## src/rtl/poly1305_msg_loader.sv

```systemverilog
// Message loader for the poly1305 core: latches the key, packs a byte stream
// little-endian into padded 128-bit blocks, issues them, and returns the tag.
module poly1305_msg_loader #(
   parameter int unsigned TIMEOUT_CYCLES = 1024
) (
   input  logic         clk,
   input  logic         rst_ni,
   input  logic         key_valid,
   input  logic [255:0] key,
   output logic         key_ready,
   input  logic         in_valid,
   input  logic [7:0]   in_data,
   input  logic         in_last,
   output logic         in_ready,
   output logic [127:0] core_r,
   output logic [127:0] core_s,
   output logic [127:0] core_m,
   output logic         core_fb,
   output logic         core_ld,
   output logic         core_first,
   input  logic         core_rdy,
   input  logic [127:0] core_p,
   output logic [127:0] tag,
   output logic         tag_valid,
   input  logic         tag_ready,
   output logic         err
);

   typedef enum logic [2:0] {
      S_IDLE,
      S_FILL,
      S_ISSUE,
      S_WAIT,
      S_TAG
   } state_e;

   localparam int unsigned WD_W = (TIMEOUT_CYCLES > 1) ? $clog2(TIMEOUT_CYCLES) : 1;
   localparam logic [WD_W-1:0] WD_MAX = WD_W'(TIMEOUT_CYCLES - 1);

   state_e          state_q, state_d;
   logic [3:0]      cnt_q, cnt_d;
   logic            first_q, first_d;
   logic            last_q, last_d;
   logic            fb_q, fb_d;
   logic [127:0]    m_q, m_d;
   logic [127:0]    r_q, r_d;
   logic [127:0]    s_q, s_d;
   logic [127:0]    tag_q, tag_d;
   logic            err_q, err_d;
   logic [WD_W-1:0] wd_q, wd_d;

   // NOTE: sequential state uses non-blocking assignments only, so every
   // register samples the values computed before this edge.
   always_ff @(posedge clk or negedge rst_ni) begin
      if (!rst_ni) begin
         state_q <= S_IDLE;
         cnt_q   <= '0;
         first_q <= 1'b1;
         last_q  <= 1'b0;
         fb_q    <= 1'b0;
         m_q     <= '0;
         r_q     <= '0;
         s_q     <= '0;
         tag_q   <= '0;
         err_q   <= 1'b0;
         wd_q    <= '0;
      end else begin
         state_q <= state_d;
         cnt_q   <= cnt_d;
         first_q <= first_d;
         last_q  <= last_d;
         fb_q    <= fb_d;
         m_q     <= m_d;
         r_q     <= r_d;
         s_q     <= s_d;
         tag_q   <= tag_d;
         err_q   <= err_d;
         wd_q    <= wd_d;
      end
   end

   always_comb begin
      // NOTE: every next-state value defaults to its current value first, so
      // no path through the case statement can infer a latch.
      state_d = state_q;
      cnt_d   = cnt_q;
      first_d = first_q;
      last_d  = last_q;
      fb_d    = fb_q;
      m_d     = m_q;
      r_d     = r_q;
      s_d     = s_q;
      tag_d   = tag_q;
      err_d   = err_q;
      wd_d    = wd_q;

      unique case (state_q)
         S_IDLE: begin
            if (key_valid) begin
               r_d     = key[127:0];
               s_d     = key[255:128];
               m_d     = '0;
               cnt_d   = '0;
               fb_d    = 1'b0;
               first_d = 1'b1;
               last_d  = 1'b0;
               state_d = S_FILL;
            end
         end
         S_FILL: begin
            if (in_valid) begin
               m_d[{cnt_q, 3'b000} +: 8] = in_data;
               cnt_d = cnt_q + 4'd1;
               if (in_last) begin
                  fb_d = (cnt_q == 4'd15);
                  // Partial final block: a single 0x01 pad byte right after the data.
                  if (cnt_q != 4'd15) m_d[{cnt_q + 4'd1, 3'b000} +: 8] = 8'h01;
                  last_d  = 1'b1;
                  state_d = S_ISSUE;
               end else if (cnt_q == 4'd15) begin
                  fb_d    = 1'b1;
                  last_d  = 1'b0;
                  state_d = S_ISSUE;
               end
            end
         end
         S_ISSUE: begin
            wd_d    = '0;
            state_d = S_WAIT;
         end
         S_WAIT: begin
            if (core_rdy) begin
               if (last_q) begin
                  tag_d   = core_p;
                  state_d = S_TAG;
               end else begin
                  m_d     = '0;
                  cnt_d   = '0;
                  fb_d    = 1'b0;
                  first_d = 1'b0;
                  state_d = S_FILL;
               end
            end else if ((TIMEOUT_CYCLES != 0) && (wd_q == WD_MAX)) begin
               err_d   = 1'b1;
               state_d = S_IDLE;
            end else begin
               wd_d = wd_q + 1'b1;
            end
         end
         S_TAG: begin
            if (tag_ready) state_d = S_IDLE;
         end
         default: state_d = S_IDLE;
      endcase
   end

   always_comb begin
      key_ready  = (state_q == S_IDLE);
      in_ready   = (state_q == S_FILL);
      core_ld    = (state_q == S_ISSUE);
      core_first = first_q & ((state_q == S_ISSUE) | (state_q == S_WAIT));
      tag_valid  = (state_q == S_TAG);
      core_r     = r_q;
      core_s     = s_q;
      core_m     = m_q;
      core_fb    = fb_q;
      tag        = tag_q;
      err        = err_q;
   end

endmodule

```

## config.mk

```make
export PLATFORM = sky130hd
export DESIGN_NAME = poly1305_msg_loader
export DESIGN_NICKNAME = d
export VERILOG_FILES = /design/src/rtl/poly1305_msg_loader.sv
export SDC_FILE = /design/constraint.sdc
export NUM_CORES = 1
export LEC_CHECK = 0
export ABC_AREA = 0
export BUFFER_PORTS_ARGS = -buffer_cell sky130_fd_sc_hd__clkbuf_2
export CAP_MARGIN = 20
export CORE_AREA = 2 2 362 364
export CTS_CLUSTER_SIZE = 14
export DETAILED_ROUTE_END_ITERATION = 10
export DIE_AREA = 0 0 364 366
export PLACE_DENSITY = 0.33
export SYNTH_ARGS = -nofsm -noshare
export SYNTH_HDL_FRONTEND = slang
export SYNTH_SLANG_ARGS = --single-unit
```

## constraint.sdc

```tcl
create_clock -name clk -period 5.5 [get_ports clk]
set_input_delay 0.825 -clock clk [delete_from_list [all_inputs] [get_ports clk]]
set_output_delay 0.825 -clock clk [all_outputs]
set_load 0.01 [all_outputs]
```

==> impl_metrics.py <==
metrics = {
    "outcome": {
        "status": "finished, final reports clean",
    },
    "die": {
        "dieArea_mm2": 0.133,
        "rows": 132,
        "die_width_um": 364,
        "die_y_um": 366,
        "coreArea_mm2": 0.129,
        "start_util_pct": 16.9,
        "ios": 918,
    },
    "placement": {
        "port_buffers": 917,
        "routabilityCongestion": 0.837,
        "dpl.hpwl_um": 84400,
        "placement.cell_area_mm2": 0.0284,
    },
    "drt": {
        "dr.first_iter.drc_count": 782,
        "via_count": 16955,
        "post_drt_wl_per_cell_um": 24.8,
        "drt_wl_total_um": 106000,
        "vias_per_cell": 3.96,
        "drc": 0,
        "drtAntennaViolNets": 0,
        "firstDrtPassIters": 6,
    },
    "synthesis": {
        "syn_area_mm2": 0.0218,
        "synth_edf_count": 0,
        "synth_top_flop_cell": "dfrtp_1",
        "ys_seq_area_share_pct": 61.2,
        "async_reset_ff_share_pct": 100,
        "syn_area_per_cell_um2": 14.0,
        "syn_nets": 1958,
        "synth.ff_latch_count": 533,
        "yosysTopAreaCellShare_pct": 61.1,
        "synth_top_area_cell": "dfrtp_1",
        "yosys_warnings": 0,
        "syn_inst": 1552,
        "synth_area_leaders": "dfrtp_1 61%, mux2_2 20%, mux2i_1 4.2%",
        "ys_types": 73,
    },
    "cts": {
        "cts_made_buffers": 73,
        "cts_hold_buf": 0,
        "clkTransAtPathRegs_ns": 0.06,
        "root_buffer": "clkbuf_16",
        "cts_setup_buffers": 0,
        "cts.sink_count": 533,
        "cts_tree": "built",
        "clkLatencyLatePin_ns": 0.68,
        "cts_htree_levels": 3,
        "cts.repair.resized": 0,
        "clk_path_buf_depth": 3,
    },
    "setup_path": {
        "path_cells": "clkinv_1, ha_1, nor4bb_1, a31oi_1, a211oi_2, o31ai_1, nor2_1",
        "cpMaxStageDelayCell": "ha_1",
        "crit_path_max_incr_delay_ns": 0.87,
        "cp_num_buf_inv": 1,
        "critical_path.top_delay_family": "compound AO/OA/AOI/OAI gates",
        "path_class": "reg2reg",
        "end_kind": "flop",
        "startpoint_type": "flop",
        "critPathRequiredTime_ns": 6.00,
        "critical_path.max_fanout": 21,
        "arrival_ns": 4.69,
    },
    "finish": {
        "fin_area_mm2": 0.0309,
        "area_delta_synth_final_pct": 41.7,
        "drive_gt1_share_pct": 58.1,
        "layout.nets": 2881,
        "utilization_pct": 23.9,
    },
    "timing": {
        "fin_tns_setup_ns": 0,
        "period_share_pct": 76.2,
        "fmax_mhz": 238,
        "grt_setup_unrepaired": "no",
        "setup-violations-final": 0,
        "period_needed_ns": 4.19,
        "relSlewSlack_pct": 27.9,
        "worst_pin_slew_ns": 1.08,
        "final-max-slew-violation-count": 0,
        "clock_skew_ns": 0.0287,
        "finalHoldViolCount": 0,
    },
    "global_route": {
        "grt_max_degree": 137,
        "grt-ovfl-total": 0,
        "grtUsageTotal_pct": 15.6,
        "grt_pass1_vias": 18326,
        "grt_pass1_wl_um": 147000,
        "antenna_found_initial": 45,
    },
    "pwr": {
        "ir_drop_mv": 0.231,
        "leakage_nw": 14.9,
        "powerDensity_mw_per_mm2": 576,
    },
    "min_path": {
        "hold_class": "in2async",
    },
    "run": {
        "max-cap-violations": 0,
    },
}
## placed cells by master (no fill, tap or decap), types with 5 or more instances in the layout
cell type    n
nand3_1     24
o2bb2ai_1    9
clkinv_2    11
o21ai_0     28
clkinv_16    5
nand3b_1     5
a31oi_1      6
clkbuf_16   73
dfrtp_1    532
a32o_1       9
a22oi_1      7
inv_1       21
mux2_2     385
diode_2      9
nor3_1      50
nor2b_1      7
clkbuf_2   916
and3_1       5
nor2_1      73
buf_12       5
nand2b_1    16
xor2_1       6
ha_1         7
buf_4       17
mux2i_1     91
clkbuf_8    15
nand2_1     45
o22ai_1      5
a21oi_1     27
clkbuf_1    12
nand4_1      9
## cell type report
class                      instances  area (um^2)
fill                           13880        98100
inverter                          22         82.6
timing repair buffer             939         4830
tap                             1742         2180
multi-input combinational        906         7950
clock buffer                     100         2080
sequential                       533        13300
antenna                            9         22.5
clock inverter                    27          392
## flip-flops by register name (all words and copies together) (netlist names)
signal   flops
wd_q        10
cnt_q        4
state_q      3
core_m     128
last_q       1
core_fb      1
tag        128
core_r     128
err          1
core_s     128
first_q      1
## per-layer routing
metal	track usage, %	share of wire, %	up-vias
met2	28.9	53	678
li1	-	-	7426
met3	6.18	9.0	172
met5	0	0.32	-
met4	4.40	2.3	52
met1	16.1	35	8627
## per-stage QoR
step / hold slack (ns) / worst slack, ns / instances / total power [mW]
global placement: 0.487 / 1.55 / 4142 / 13.2
global route: 0.193 / 0.965 / 4271 / 18.8
detailed placement: 0.491 / 1.40 / 4142 / 13.2
CTS: 0.137 / 1.37 / 4269 / 18.2
finish: 0.150 / 1.31 / 4278 / 17.8
floorplan: 0.484 / 2.75 / 1552 / 9.58
## worst paths after layout
| check | startpoint | to | slack, ns | depth (start not counted) |
|---|---|---|---|---|
| max reg2reg | cnt_q[0]$_DFFE_PN0P_ | core_m[37]$_DFFE_PN0P_ | 1.31 | 7 |
| max | cnt_q[0]$_DFFE_PN0P_ | core_m[37]$_DFFE_PN0P_ | 1.31 | 7 |
| min | rst_ni | core_r[123]$_DFFE_PN0P_ | 0.15 | 1 |
| min reg2reg | core_r[98]$_DFFE_PN0P_ | core_r[98]$_DFFE_PN0P_ | 0.50 | 1 |
| min in group clk | key[215] | core_s[87]$_DFFE_PN0P_ | 0.38 | 2 |
| max in group asynchronous | rst_ni | core_s[67]$_DFFE_PN0P_ | 3.99 | 2 |
## Yosys cell counts (3+ instances only)
master,n
clkbuf_1,35
xnor2_1,4
a31o_2,3
o2bb2ai_1,9
o31ai_1,3
xor2_1,6
o31ai_2,4
o22ai_1,5
a41o_1,3
o2111ai_1,4
nor4_4,4
and2_1,4
a22oi_1,7
o211ai_1,4
a32o_1,9
buf_2,51
nand2b_1,16
dfrtp_1,532
nor3_1,50
nand3b_1,5
mux2i_1,92
inv_1,21
o32ai_1,3
nand3_1,24
nand2_1,45
a21oi_1,27
a2bb2oi_1,3
a31oi_1,6
ha_1,7
nor4bb_1,4
nor2_1,74
o21a_1,4
o21ai_0,28
nand4_1,9
nor2b_1,7
and3_1,5
mux2_2,385
## power by group
part	internal [mW]	switching, mW
clock	2.87	1.99
sequential	5.41	0.855
combinational	2.72	3.93
## logic make-up after synthesis
kind of cell,Yosys count,synth area share (%)
AOI/OAI and AO/OA,142,4.72
xor gates and xnor gates,10,0.402
adders and majority gates,7,0.402
buffers and inverters,113,2.33
DFF,533,61.2
muxes,478,24.2
and+or+nand+nor,269,6.69
## worst register-to-register path: cells and delay by family, from the launching register on
family | cells | cell delay [ns]
compound gates | 3 | 1.60
fa+ha+maj | 1 | 0.87
flops | 1 | 0.78
buf+inv | 1 | 0.53
simple gates | 2 | 0.26
Note: power is estimated with default switching activity, not from simulation.
